File: config.mk
export PLATFORM = sky130hd
export DESIGN_NAME = bus_arbiter
export DESIGN_NICKNAME = d
export VERILOG_FILES = /design/src/rtl/bus_arbiter_pkg.sv /design/src/rtl/bus_arbiter_ac.sv /design/src/rtl/bus_arbiter.sv
export SDC_FILE = /design/constraint.sdc
export NUM_CORES = 1
export LEC_CHECK = 0
export ABC_AREA = 1
export CAP_MARGIN = 5
export CORE_MARGIN = 2
export CORE_UTILIZATION = 50
export CTS_CLUSTER_DIAMETER = 50
export DETAILED_ROUTE_END_ITERATION = 8
export DONT_BUFFER_PORTS = 1
export HOLD_SLACK_MARGIN = 0.12
export MAX_ROUTING_LAYER = met4
export PLACE_DENSITY = 0.71
export SLEW_MARGIN = 10
export SYNTH_ARGS = -nofsm -noshare
export SYNTH_HDL_FRONTEND = slang
export SYNTH_SLANG_ARGS = --single-unit
export TNS_END_PERCENT = 30
File: constraint.sdc
create_clock -name clk -period 16.4 [get_ports clk]
set_input_delay 0.82 -clock clk [delete_from_list [all_inputs] [get_ports clk]]
set_output_delay 0.82 -clock clk [all_outputs]
set_load 0.02 [all_outputs]
File: src/rtl/bus_arbiter_pkg.sv
// Shared types for the data-bus arbiter: FSM states, master ids,
// access-width encodings, address-checker verdicts and the device map.
package bus_arbiter_pkg;

    typedef enum logic [1:0] {
        ARB_IDLE   = 2'd0,
        ARB_CHECK  = 2'd1,
        ARB_ACCESS = 2'd2,
        ARB_DONE   = 2'd3
    } arb_state_e;

    typedef enum logic {
        ARB_M0 = 1'b0,
        ARB_M1 = 1'b1
    } arb_master_e;

    typedef enum logic {
        AC_VALID = 1'b0,
        AC_BAD   = 1'b1
    } ac_result_e;

    // Access widths; DM_NONE is a no-op that still runs a bus slot.
    localparam logic [2:0] DM_NONE = 3'd0;
    localparam logic [2:0] DM_B    = 3'd1;
    localparam logic [2:0] DM_H    = 3'd2;
    localparam logic [2:0] DM_W    = 3'd3;
    localparam logic [2:0] DM_BU   = 3'd4;
    localparam logic [2:0] DM_HU   = 3'd5;

    // Data memory occupies [0, DM_END); TIMER0/TIMER1 share one 32-byte
    // window at TMR_BASE (TIMER1 = TMR_BASE + 0x10).
    localparam logic [31:0] DM_END   = 32'h0000_4000;
    localparam logic [31:0] TMR_BASE = 32'h0000_7F00;

    // Natural alignment for the given width; only the low address bits matter.
    function automatic logic dm_aligned(input logic [1:0] addr_lo, input logic [2:0] mode);
        logic ok;
        case (mode)
            DM_H, DM_HU: ok = (addr_lo[0] == 1'b0);
            DM_W:        ok = (addr_lo == 2'b00);
            default:     ok = 1'b1;
        endcase
        return ok;
    endfunction

    // Encodings above DM_HU are not defined and are rejected.
    function automatic logic dm_mode_known(input logic [2:0] mode);
        return (mode <= DM_HU);
    endfunction

endpackage

File: src/rtl/bus_arbiter_ac.sv
// Address checker: decides whether a latched access may reach the bus.
// Timers accept word accesses only; their upper two registers
// (offsets 0x8/0xC) are read-only.
module bus_arbiter_ac
    import bus_arbiter_pkg::*;
(
    input  logic [31:0] addr,
    input  logic [2:0]  mode,
    input  logic        we,
    output ac_result_e  result
);

    logic in_dm_s;
    logic in_tmr_s;

    // Classify the access against the device map and the register rules.
    always_comb begin
        in_dm_s  = (addr < DM_END);
        in_tmr_s = (addr[31:5] == TMR_BASE[31:5]);
        result   = AC_BAD;
        if (mode == DM_NONE) begin
            result = AC_VALID;
        end else if (!dm_mode_known(mode) || !dm_aligned(addr[1:0], mode)) begin
            result = AC_BAD;
        end else if (in_dm_s) begin
            result = AC_VALID;
        end else if (in_tmr_s) begin
            result = ((mode != DM_W) || (we && addr[3])) ? AC_BAD : AC_VALID;
        end else begin
            result = AC_BAD;
        end
    end

endmodule

File: src/rtl/bus_arbiter.sv
// Two-master round-robin arbiter for the data bus. Each granted access is
// checked, then drives the bus for ACC_LAT cycles; completion is reported
// with a one-cycle ack to the owning master only.
module bus_arbiter
    import bus_arbiter_pkg::*;
#(
    parameter int unsigned ACC_LAT = 2
) (
    input  logic        clk,
    input  logic        reset,
    input  logic        m0_req,
    input  logic [31:0] m0_addr,
    input  logic [2:0]  m0_mode,
    input  logic        m0_we,
    input  logic [31:0] m0_wdata,
    output logic        m0_ack,
    output logic        m0_err,
    output logic [31:0] m0_rdata,
    input  logic        m1_req,
    input  logic [31:0] m1_addr,
    input  logic [2:0]  m1_mode,
    input  logic        m1_we,
    input  logic [31:0] m1_wdata,
    output logic        m1_ack,
    output logic        m1_err,
    output logic [31:0] m1_rdata,
    output logic [31:0] bus_addr,
    output logic [2:0]  bus_mode,
    output logic        bus_we,
    output logic [31:0] bus_wdata,
    input  logic [31:0] bus_rdata
);

    localparam logic [3:0] CNT_LAST = 4'(ACC_LAT - 32'd1);

    arb_state_e  state_q, state_d;
    arb_master_e last_q, last_d, owner_q, owner_d, grant_s;
    logic [31:0] addr_q, addr_d, wdata_q, wdata_d;
    logic [2:0]  mode_q, mode_d;
    logic        we_q, we_d;
    logic [3:0]  cnt_q, cnt_d;
    logic        m0_ack_q, m0_ack_d, m0_err_q, m0_err_d;
    logic        m1_ack_q, m1_ack_d, m1_err_q, m1_err_d;
    logic [31:0] m0_rdata_q, m0_rdata_d, m1_rdata_q, m1_rdata_d;
    logic [31:0] bus_addr_q, bus_addr_d, bus_wdata_q, bus_wdata_d;
    logic [2:0]  bus_mode_q, bus_mode_d;
    logic        bus_we_q, bus_we_d;
    logic        fin_s, fin_err_s;
    logic [31:0] fin_rdata_s;
    ac_result_e  ac_res_s;

    bus_arbiter_ac u_ac (
        .addr   (addr_q),
        .mode   (mode_q),
        .we     (we_q),
        .result (ac_res_s)
    );

    // Next-state, latch and output-pulse computation for the arbiter FSM.
    always_comb begin
        state_d     = state_q;
        last_d      = last_q;
        owner_d     = owner_q;
        addr_d      = addr_q;
        mode_d      = mode_q;
        we_d        = we_q;
        wdata_d     = wdata_q;
        cnt_d       = cnt_q;
        bus_addr_d  = 32'h0;
        bus_mode_d  = DM_NONE;
        bus_we_d    = 1'b0;
        bus_wdata_d = 32'h0;
        fin_s       = 1'b0;
        fin_err_s   = 1'b0;
        fin_rdata_s = 32'h0;
        // On a tie the master that was not served last wins.
        grant_s = (m0_req && m1_req) ? ((last_q == ARB_M0) ? ARB_M1 : ARB_M0)
                                     : (m0_req ? ARB_M0 : ARB_M1);
        case (state_q)
            ARB_IDLE: begin
                if (m0_req || m1_req) begin
                    owner_d = grant_s;
                    addr_d  = (grant_s == ARB_M0) ? m0_addr  : m1_addr;
                    mode_d  = (grant_s == ARB_M0) ? m0_mode  : m1_mode;
                    we_d    = (grant_s == ARB_M0) ? m0_we    : m1_we;
                    wdata_d = (grant_s == ARB_M0) ? m0_wdata : m1_wdata;
                    state_d = ARB_CHECK;
                end else begin
                    state_d = ARB_IDLE;
                end
            end
            ARB_CHECK: begin
                if (ac_res_s == AC_BAD) begin
                    fin_s     = 1'b1;
                    fin_err_s = 1'b1;
                    state_d   = ARB_DONE;
                end else begin
                    cnt_d       = 4'd0;
                    bus_addr_d  = addr_q;
                    bus_mode_d  = mode_q;
                    bus_we_d    = we_q && (mode_q != DM_NONE);
                    bus_wdata_d = wdata_q;
                    state_d     = ARB_ACCESS;
                end
            end
            ARB_ACCESS: begin
                cnt_d = cnt_q + 4'd1;
                if (cnt_q == CNT_LAST) begin
                    fin_s       = 1'b1;
                    fin_rdata_s = (!we_q && (mode_q != DM_NONE)) ? bus_rdata : 32'h0;
                    state_d     = ARB_DONE;
                end else begin
                    bus_addr_d  = addr_q;
                    bus_mode_d  = mode_q;
                    bus_wdata_d = wdata_q;
                    state_d     = ARB_ACCESS;
                end
            end
            ARB_DONE: begin
                last_d  = owner_q;
                state_d = ARB_IDLE;
            end
            default: begin
                state_d = ARB_IDLE;
            end
        endcase
        // Completion is steered to the owner only; the other master sees zeros.
        m0_ack_d   = fin_s && (owner_q == ARB_M0);
        m1_ack_d   = fin_s && (owner_q == ARB_M1);
        m0_err_d   = m0_ack_d && fin_err_s;
        m1_err_d   = m1_ack_d && fin_err_s;
        m0_rdata_d = m0_ack_d ? fin_rdata_s : 32'h0;
        m1_rdata_d = m1_ack_d ? fin_rdata_s : 32'h0;
    end

    // State, transaction latch and registered outputs.
    always_ff @(posedge clk or posedge reset) begin
        if (reset) begin
            state_q     <= ARB_IDLE;
            last_q      <= ARB_M1;
            owner_q     <= ARB_M0;
            addr_q      <= 32'h0;
            mode_q      <= DM_NONE;
            we_q        <= 1'b0;
            wdata_q     <= 32'h0;
            cnt_q       <= 4'd0;
            m0_ack_q    <= 1'b0;
            m0_err_q    <= 1'b0;
            m0_rdata_q  <= 32'h0;
            m1_ack_q    <= 1'b0;
            m1_err_q    <= 1'b0;
            m1_rdata_q  <= 32'h0;
            bus_addr_q  <= 32'h0;
            bus_mode_q  <= DM_NONE;
            bus_we_q    <= 1'b0;
            bus_wdata_q <= 32'h0;
        end else begin
            state_q     <= state_d;
            last_q      <= last_d;
            owner_q     <= owner_d;
            addr_q      <= addr_d;
            mode_q      <= mode_d;
            we_q        <= we_d;
            wdata_q     <= wdata_d;
            cnt_q       <= cnt_d;
            m0_ack_q    <= m0_ack_d;
            m0_err_q    <= m0_err_d;
            m0_rdata_q  <= m0_rdata_d;
            m1_ack_q    <= m1_ack_d;
            m1_err_q    <= m1_err_d;
            m1_rdata_q  <= m1_rdata_d;
            bus_addr_q  <= bus_addr_d;
            bus_mode_q  <= bus_mode_d;
            bus_we_q    <= bus_we_d;
            bus_wdata_q <= bus_wdata_d;
        end
    end

    assign m0_ack    = m0_ack_q;
    assign m0_err    = m0_err_q;
    assign m0_rdata  = m0_rdata_q;
    assign m1_ack    = m1_ack_q;
    assign m1_err    = m1_err_q;
    assign m1_rdata  = m1_rdata_q;
    assign bus_addr  = bus_addr_q;
    assign bus_mode  = bus_mode_q;
    assign bus_we    = bus_we_q;
    assign bus_wdata = bus_wdata_q;

endmodule

[Yosys cells after proc, flatten, opt, wreduce, memory -nomap -nowiden]
Index checks and enable logic that the tools add are counted.
Cells by class
  add/subtract/negate cells: 1
  multiply operators: 0
  divide/modulo/power cells: 0
  $lt $le $gt $ge: 2
  equality and inequality tests: 10
  shift-type cells: 0
  multiplexer cells: 40
  bitwise operators: 2
  reductions and logical operators: 22
Operators with widths (number)
  two-way mux 32 bit: 11
  case mux 32 bit (2 select lines): 2
  less-than comparator 32 x 15 -> 1 bit, second input constant: 1
  equality test 27 x 10 -> 1 bit, second input constant: 1
  two-way mux 1 bit: 18
  two-way mux 3 bit: 3
  logical AND 1 bit: 8
  case mux 2 bit (4 select lines): 1
  case mux 4 bit (2 select lines): 1
  equality test 3 x 2 -> 1 bit, second input constant: 2
  case mux 3 bit (2 select lines): 1
  adder 4 x 1 -> 4 bit, second input constant: 1
  equality test 2 bit, second input constant: 2
  equality test 4 x 1 -> 1 bit, second input constant: 1
  logical NOT 2 bit: 2
  two-way mux 4 bit: 1
  case mux 1 bit (2 select lines): 2
  AND reduction 2 bit: 2
  equality test 3 bit, second input constant: 1
  <= comparator 3 bit, second input constant: 1
  logical NOT 1 bit: 3
  logical NOT 3 bit: 1
  logical OR 1 bit: 3
  != test 3 x 2 -> 1 bit, second input constant: 1
  6 further kinds: 7
Storage, ports and cells
  bits in registers: 212
  latch bits: 0
  bits in writable memories: 0
  bits in read-only memories: 0
  input port bits: 172
  output and inout port bits: 136
  logic and storage cells: 95
  memories kept: 0

[Longest topological paths before layout]
Gate-level depths: netlist of the first run.
  depth after elaboration: 12
  mapped depth: 12
  depth with buffers taken out: 11

[Cells and area by module]
From an unflattened synthesis of the first run, not the netlist that was laid out.
Second synthesis, totals
  cells, all modules: 1192
  area, all modules: 9628.0 sq um
By module, submodules not included
  bus_arbiter: instances 1, cells each 1120, area an instance 9337.7 sq um, sequential area each 5306.3 sq um
  bus_arbiter_ac: instances 1, cells each 72, area an instance 290.3 sq um, sequential area each 0.0 sq um

[Worst setup path before layout of the first run]
Ideal clock, no wire load.
  kind: reg2reg
  start: register state_q[0]
  end: register bus_wdata_q[27], in the netlist bus_wdata[27]
  setup time: 150 ps
  data arrival time: 1709 ps
  data required time: 16250 ps
  slack: 14541 ps
  cell stages (with the launch flop): 7
  buffers on the path: 2
  clock period less this slack: 1859 ps
  cells stage by stage: dfrtp_1 inv_1 ha_1 inv_1 clkbuf_1 clkbuf_1 a21oi_1
Between the ends
  cells in the longest elaborated chain, start to end: 2
  elaborated cells between the ends (all ways): 3
  classes of those cells: eq/ne (2); mux (1)
RTL lines
  start, declared: line bus_arbiter.sv:36  | arb_state_e state_q, state_d;
  start signal, assigned: line bus_arbiter.sv:158  | state_q <= state_d;
  equality test 2 bit or equality test 2 x 1 -> 1 bit (tied branches): line bus_arbiter.sv:79  | case (state_q)
  case mux 32 bit (2 select lines) (*): line bus_arbiter.sv:79
  net bus_wdata_d[27]: line bus_arbiter.sv:45  | logic [31:0] bus_addr_q, bus_addr_d, bus_wdata_q, bus_wdata_d;
  end signal, assigned: line bus_arbiter.sv:175  | bus_wdata_q <= bus_wdata_d;
  end, declared: line bus_arbiter.sv:45
The timed path passes the listed nets; every way through them passes the cells marked *.
A chain may end at the register's enable or synchronous reset.

[Worst setup path after layout of the first run]
  start: register state_q[0]
  end: register addr_q[15]
Between the ends
  cells in the longest elaborated chain, start to end: 2
RTL lines
  logical NOT 2 bit: line bus_arbiter.sv:79
  AND reduction 2 bit (no line)
  end signal, assigned: line bus_arbiter.sv:161  | addr_q <= addr_d;
  end, declared: line bus_arbiter.sv:38  | logic [31:0] addr_q, addr_d, wdata_q, wdata_d;
No other way between the ends.

==> flow_summary.toml, run 1 <==
[status]
outcome = "complete, no violations"

[power_and_ir_drop]
net-switching-power_w = 0.000893
p_per_area_mw_per_mm2 = 212
seqPwrFrac = 0.440
power_report.internal_total_w = 0.00122
p_leak_nw = 4.27
swShare = 0.423
p_total_w = 0.00211
clock_power_share = 0.277
power.combinational.fraction = 0.283
peakVddDrop_mv = 0.113

[drt]
drc_errors = 0
finalWirelength_um = 23200
avgViaCountPerCell = 5.86
wl_met1_um = 9020
detail-route-antenna-nets = 0
routed-wl-met3_um = 2440
via_count = 6856
wire_per_inst_um = 19.8
detailroute.wirelength.met2_um = 11100
firstDrtPassIters = 5
top_signal_layer_used = "met4"
drtIter0Drc = 320

[die]
die_y_um = 139
boundaryPins = 308
core.rowCount = 49
die-width_um = 139
coreArea_sq_mm = 0.0178
fp.dieArea_sq_mm = 0.0192
floorplan.initialDensity = 0.507

[finish]
final_cell_count_no_fill = 1170
antenna_cells_inserted = 0
finalInstanceArea_sq_mm = 0.00996
nFillCells = 1520
area.growth.synth_to_final_pct = 9.96
final_net_count = 1100
drive_gt1_frac = 0.130

[yosys]
ys_seq_area_frac = 0.586
synth_top_cells_by_area = "sky130_fd_sc_hd__dfrtp_1 (58%), sky130_fd_sc_hd__nand3_1 (8.3%), sky130_fd_sc_hd__nor2_1 (6.3%)"
yosys.area.top_type_share = 0.583
avgSynthCellArea_sq_um = 9.42
synth_enable_flop_cells = 0
cell_with_the_most_instances_after_synthesis = "sky130_fd_sc_hd__dfrtp_1"
synthArstFlopShare = 1.00
number_of_nets_produced_by_synthesis = 1140
syn_inst = 961
post_synth_instance_area_sq_mm = 0.00905
yosys_warnings = 0
ys_top_cells_by_count = "sky130_fd_sc_hd__dfrtp_1 (211), sky130_fd_sc_hd__nand3_1 (151), sky130_fd_sc_hd__nor2_1 (151), sky130_fd_sc_hd__nand2_1 (146), sky130_fd_sc_hd__a31oi_1 (60)"
post_synth_top_flop = "sky130_fd_sc_hd__dfrtp_1"
synth_seq_cells = 212
synth.lib_cells_used.distinct = 27
post_synth_top_area_cell = "sky130_fd_sc_hd__dfrtp_1"

[global_routing]
groute.usage.overall = 0.243
first_pass_grt_wire_length_um = 36500
grt_pass1_vias = 6424
grt_overflow = 0
grt_max_degree = 139
antenna_found_initial = 0

[clock_network]
tritoncts_num_sinks = 212
clock_tree.htree_level_count = 1
post_cts.resized_instances = 0
root_buffer = "sky130_fd_sc_hd__clkbuf_16"
max-clock-path-buffers = 3
clk-insertion-delay-late_ps = 520
cts_tree = "built"
post_cts_buffers = 0
path_clk_slew_ps = 60
tritoncts.num_buffers = 26
hold_buffers = 0

[worst_setup_path]
cp_num_buf_inv = 3
timing_worst_setup_path_type = "reg2reg"
reg2regPathDepth = 7
required_ps = 16830
critPathCaptureType = "flip-flop"
crit_top_cell = "sky130_fd_sc_hd__inv_1"
worst-path-max-fanout = 101
timing.critical_path.cells = "inv_1, ha_1, inv_1, nor2_4, buf_4, o21ai_0, o22ai_1"
critical_path.max_stage_delay_ps = 850
rrSetupSlack_ps = 13670
start_kind = "flip-flop"
path_delay_family = "buffers and inverters"
critical_path.slowest_cell = "sky130_fd_sc_hd__buf_4"
cp_data_arrival_time_ps = 3170
worstSetupPathDepth = 7

[sta]
max_clock_freq_mhz = 366
setup_viol = 0
rsz_0062_raised_after_global_routing = "false"
final_period_minus_worst_setup_slack_ps = 2730
worst_slew_pin_slew_ps = 962
fin_crit_sh = 0.167
max_slew_margin = 0.359
clock-skew-final_ps = 18.2
fin_tns_setup_ps = 0
final_count_of_pins_violating_max_slew = 0
final_critical_path_setup_slack_ps = 13670
final_hold_vio_count = 0

[min_path]
hold_wc_path_type = "in2async"

[placed_design]
post_dp_hpwl_um = 14800
place.port_buffers = 0
placed_cell_count = 1122
routabilityCongestion = 0.864
post_dp_cell_area_sq_mm = 0.00904
placement_stage_worst_setup_slack_ps = 13540

[run]
maxCapViolCount = 0
-- cells by family (layout without fill, tap and decap cells) --
group,count (synthesis),in the layout,synth area share
and+or+nand+nor,483,483,0.244
DFF,212,212,0.586
AOI/OAI and AO/OA,153,153,0.102
buffers and inverters,104,84,0.0561
adders and majority gates,7,7,0.00967
xor gates and xnor gates,2,2,0.00194
-- power groups by stage --
stage	registers [W]	clock network (W)	logic [W]
after floorplan	0.000874	0	0.000496
after global placement	0.000933	0	0.000587
after detailed placement	0.000936	0	0.000601
after CTS	0.000929	0.000594	0.000602
after global routing	0.000949	0.000619	0.000671
final	0.000929	0.000584	0.000596
-- area by class of cell --
cell class | count | area (sq um) | area share
Clock buffer | 34 | 742 | 0.0745
Inverter | 26 | 105 | 0.0106
Timing Repair Buffer | 10 | 75.1 | 0.00754
Tap cell | 229 | 287 | 0.0288
Sequential cell | 212 | 5310 | 0.533
Clock inverter | 14 | 169 | 0.0170
Multi-Input combinational cell | 645 | 3270 | 0.329
-- path summary, 6_finish.rpt --
check	start	to
max	state_q[0]	addr_q[15]
min	reset	bus_addr[1]
max reg2reg	state_q[0]	addr_q[15]
min reg2reg	last_q	last_q
max in group asynchronous	reset	wdata_q[5]
min in group clk	m0_addr[21]	addr_q[21]
-- metrics by stage --
| stage | util | hold slack [ps] |
|---|---|---|
| finish | 0.558 | 344 |
| global route | 0.558 | 427 |
| CTS | 0.558 | 394 |
| detailed placement | 0.507 | 528 |
| global placement | 0.507 | 518 |
| floorplan | - | 459 |
-- state kept, by name, indices dropped and copies added (netlist names), 2 cells and up --
name and count:
mode_q 3, state_q 2, addr_q 32, bus_addr 32, bus_mode 3, cnt_q 4, bus_wdata 32, m0_rdata 32
wdata_q 32, m1_rdata 32
-- worst register-to-register path: cells and delay by family, from the launching register on --
family | cells | cell delay [ps]
compound gates | 2 | 380
fa+ha+maj | 1 | 170
buf+inv | 3 | 1060
flops | 1 | 420
simple gates | 1 | 620
-- layer usage --
| layer | up-vias | track usage |
|---|---|---|
| li1 | 3151 | - |
| met1 | 3315 | 0.310 |
| met2 | 340 | 0.385 |
| met3 | 50 | 0.0742 |
| met4 | 0 | 0.0618 |
| met5 | - | - |
-- placed cells by master (no fill, tap or decap), drive strengths merged --
cell type,synthesis,final
a21oi,70,70
a31oi,60,60
buf,25,10
bufinv,0,2
clkbuf,53,34
clkinv,0,6
clkinvlp,0,2
dfrtp,211,211
dfstp,1,1
ha,7,7
inv,26,30
nand2,150,150
nand3,174,174
nor2,151,151
nor3,4,4
o21ai,15,15
o22ai,8,8
or2,4,4
xor2,2,2
No activity file was read; power rests on OpenSTA's default activity.
==> run 2, diff against run 1 <==
Settings changed: ABC_AREA 1 to 0, PLACE_DENSITY 0.71 to 0.74.
Clock period 16.4 ns to 2.5 ns, I/O delays scaled along.
==> flow_summary.toml, run 2 <==
[yosys]
post_synth_top_flop = "sky130_fd_sc_hd__dfrtp_1"
syn_inst = 656
cell_with_the_most_instances_after_synthesis = "sky130_fd_sc_hd__dfrtp_1"
synth_top_cells_by_area = "sky130_fd_sc_hd__dfrtp_1 (66%), sky130_fd_sc_hd__and2_1 (10%), sky130_fd_sc_hd__mux2i_1 (8.6%)"
ys_top_cells_by_count = "sky130_fd_sc_hd__dfrtp_1 (211), sky130_fd_sc_hd__and2_1 (132), sky130_fd_sc_hd__o21ai_0 (76), sky130_fd_sc_hd__nand2_1 (73), sky130_fd_sc_hd__mux2i_1 (69)"
yosys_warnings = 0
synth_enable_flop_cells = 0
ys_seq_area_frac = 0.659
post_synth_top_area_cell = "sky130_fd_sc_hd__dfrtp_1"
post_synth_instance_area_sq_mm = 0.00806
avgSynthCellArea_sq_um = 12.3
yosys.area.top_type_share = 0.655
number_of_nets_produced_by_synthesis = 835
synthArstFlopShare = 1.00
synth.lib_cells_used.distinct = 36
synth_seq_cells = 212

[die]
boundaryPins = 308
core.rowCount = 46
die_y_um = 131
floorplan.initialDensity = 0.509
die-width_um = 131

[status]
outcome = "did not finish"
failing_step = "clock tree synthesis (4_1_cts)"
flow.first_error = "[ERROR RSZ-0060] Max buffer count reached."

[clock_network]
root_buffer = "sky130_fd_sc_hd__clkbuf_16"
tritoncts_num_sinks = 212
post_cts_buffers = 0
tritoncts.num_buffers = 23
clock_tree.htree_level_count = 1
hold_buffers = 178
post_cts.resized_instances = 0
max-clock-path-buffers = 3

[placed_design]
post_dp_hpwl_um = 12000
placement_stage_worst_setup_slack_ps = 117
routabilityCongestion = 0.780
place.port_buffers = 0
==> run 2: through the flow <==
step                setup TNS, ps  utilization  cells  hold WS (ps)  instance area, sq um
floorplan                  -80260            -    656           254                  8060
global placement                0        0.527    847           254                  8350
detailed placement              0        0.527    847           257                  8350
==> run 2: cell families after synthesis <==
kind of cell | after synthesis | share of synthesized area
adder cells (fa/ha/maj) | 7 | 0.0109
multiplexers | 70 | 0.0871
AND/OR/NAND/NOR | 236 | 0.160
flip-flops | 212 | 0.659
buffers and inverters | 44 | 0.0250
AO/OA/AOI/OAI | 87 | 0.0585
==> run 3, diff against run 2 <==
Settings changed: CORE_UTILIZATION 50 to 35, CTS_CLUSTER_DIAMETER 50 to default, HOLD_SLACK_MARGIN 0.12 to default, MAX_ROUTING_LAYER met4 to default, PLACE_DENSITY 0.74 to default, PLACE_DENSITY_LB_ADDON from default to 0.15.
Clock period 2.5 ns to 3.2 ns, I/O delays scaled along.
==> flow_summary.toml, run 3 <==
[status]
outcome = "complete, no violations"

[finish]
final_util = 0.481
layout_commonest_cell = "sky130_fd_sc_hd__dfrtp_1"
drive_gt1_frac = 0.0630
nFillCells = 2001
area.growth.synth_to_final_pct = 35.1
finalInstanceArea_sq_mm = 0.0109
final_net_count = 1004
antenna_cells_inserted = 0
layout.cells.most_common_list = "sky130_fd_sc_hd__dfrtp_1 (211), sky130_fd_sc_hd__dlygate4sd3_1 (171), sky130_fd_sc_hd__and2_1 (132)"

[drt]
finalWirelength_um = 19000
drc_errors = 0
firstDrtPassIters = 4
via_count = 5312
drtIter0Drc = 234
avgViaCountPerCell = 4.72
wire_per_inst_um = 16.8
detail-route-antenna-nets = 0

[clock_network]
root_buffer = "sky130_fd_sc_hd__clkbuf_16"
path_clk_slew_ps = 70
hold_buffers = 171
tritoncts_num_sinks = 212
cts_tree = "built"
post_cts_buffers = 0
tritoncts.num_buffers = 23
clk-insertion-delay-late_ps = 520
max-clock-path-buffers = 3
post_cts.resized_instances = 0
clock_tree.htree_level_count = 1

[power_and_ir_drop]
p_per_area_mw_per_mm2 = 799
peakVddDrop_mv = 0.333
p_total_w = 0.00869
p_leak_nw = 5.29
power_report.internal_total_w = 0.00586
power.combinational.fraction = 0.217
net-switching-power_w = 0.00283
clock_power_share = 0.306
seqPwrFrac = 0.478
swShare = 0.326

[sta]
fin_tns_setup_ps = 0
hold_slack_ps = 108
clock-skew-final_ps = 24.5
final_period_minus_worst_setup_slack_ps = 2390
final_hold_vio_count = 0
final_count_of_pins_violating_max_slew = 0
max_slew_margin = 0.399
worst_slew_pin_slew_ps = 899
max_clock_freq_mhz = 418
setup_viol = 0
rsz_0062_raised_after_global_routing = "false"
fin_crit_sh = 0.747

[yosys]
synth_top_cells_by_area = "sky130_fd_sc_hd__dfrtp_1 (66%), sky130_fd_sc_hd__and2_1 (10%), sky130_fd_sc_hd__mux2i_1 (8.6%)"
ys_top_cells_by_count = "sky130_fd_sc_hd__dfrtp_1 (211), sky130_fd_sc_hd__and2_1 (132), sky130_fd_sc_hd__o21ai_0 (76), sky130_fd_sc_hd__nand2_1 (73), sky130_fd_sc_hd__mux2i_1 (69)"
synthArstFlopShare = 1.00
synth.lib_cells_used.distinct = 36
post_synth_top_area_cell = "sky130_fd_sc_hd__dfrtp_1"
ys_seq_area_frac = 0.659
number_of_nets_produced_by_synthesis = 835
post_synth_top_flop = "sky130_fd_sc_hd__dfrtp_1"
post_synth_instance_area_sq_mm = 0.00806
yosys_warnings = 0
syn_inst = 656
synth_seq_cells = 212
avgSynthCellArea_sq_um = 12.3
cell_with_the_most_instances_after_synthesis = "sky130_fd_sc_hd__dfrtp_1"
yosys.area.top_type_share = 0.655
synth_enable_flop_cells = 0

[die]
core.rowCount = 55
die_y_um = 156
boundaryPins = 308
coreArea_sq_mm = 0.0226
floorplan.initialDensity = 0.356
fp.dieArea_sq_mm = 0.0242
die-width_um = 156

[placed_design]
place.port_buffers = 0
post_dp_cell_area_sq_mm = 0.00841
post_dp_hpwl_um = 12600
routabilityCongestion = 0.742

[global_routing]
grt_overflow = 0
groute.usage.overall = 0.154
first_pass_grt_wire_length_um = 29600
grt_max_degree = 98
antenna_found_initial = 0
grt_pass1_vias = 5405

[min_path]
hold_wc_path_type = "in2reg"
hold-path-cell-count = 3

[worst_setup_path]
critPathCaptureType = "flip-flop"
start_kind = "flip-flop"
reg2regPathDepth = 6
required_ps = 3630
cp_data_arrival_time_ps = 2830
worst-path-max-fanout = 67
timing_worst_setup_path_type = "reg2reg"

[run]
maxCapViolCount = 0
[run 3: power groups by stage]
stage	combinational (W)	clock, W	sequential, W
finish	0.00188	0.00266	0.00415
global route	0.00217	0.00283	0.00426
CTS	0.00192	0.00273	0.00417
detailed placement	0.00165	0	0.00422
global placement	0.00158	0	0.00420
floorplan	0.00130	0	0.00400
[run 3: kinds of logic after synthesis]
| logic type | Yosys count | share of synthesized area |
|---|---|---|
| fa+ha+maj | 7 | 0.0109 |
| mux | 70 | 0.0871 |
| simple gates | 236 | 0.160 |
| flops | 212 | 0.659 |
| buf+inv | 44 | 0.0250 |
| compound gates | 87 | 0.0585 |
[run 3: through the flow]
stage	setup slack, ps	std cells
after CTS	746	1126
after global routing	543	1126
after global placement	776	914
after detailed placement	780	914
after floorplan	285	656
final	808	1126
[run 3: path summary, 6_finish.rpt]
path                       slack [ps]        start           end
setup / recovery                  810    addr_q[7]   bus_addr[5]
hold / removal                    110       m0_req   wdata_q[28]
hold reg to reg                   470  wdata_q[26]   wdata_q[26]
setup reg to reg                  810    addr_q[7]   bus_addr[5]
min in group asynchronous         180        reset    addr_q[30]
max in group asynchronous        2060        reset  bus_wdata[5]
[run 3: critical path, cell delays in order, from the launching register on]
cell	delay, ps
sky130_fd_sc_hd__dfrtp_1	400
sky130_fd_sc_hd__or4bb_1	470
sky130_fd_sc_hd__o41ai_1	500
sky130_fd_sc_hd__nand4_1	270
sky130_fd_sc_hd__a21oi_4	210
sky130_fd_sc_hd__buf_12	260
sky130_fd_sc_hd__and2_1	180
[run 3: routing by layer]
metal  vias to the layer above  GRT usage  part of all wire
met2                       224      0.261              0.48
met3                        33     0.0411             0.067
met4                         0     0.0463             0.031
li1                       2498          -                 -
met5                         -          0                 0
met1                      2557      0.193              0.42
[run 3: area by class of cell]
cell class | instances | area, sq um | share of cell area
clock inverters | 6 | 88.8 | 0.00816
multi-input cells | 400 | 2590 | 0.238
well taps | 285 | 357 | 0.0328
inverters | 8 | 33.8 | 0.00310
clock buffers | 35 | 681 | 0.0625
repair buffers | 180 | 1830 | 0.168
flip-flops and latches | 212 | 5310 | 0.487
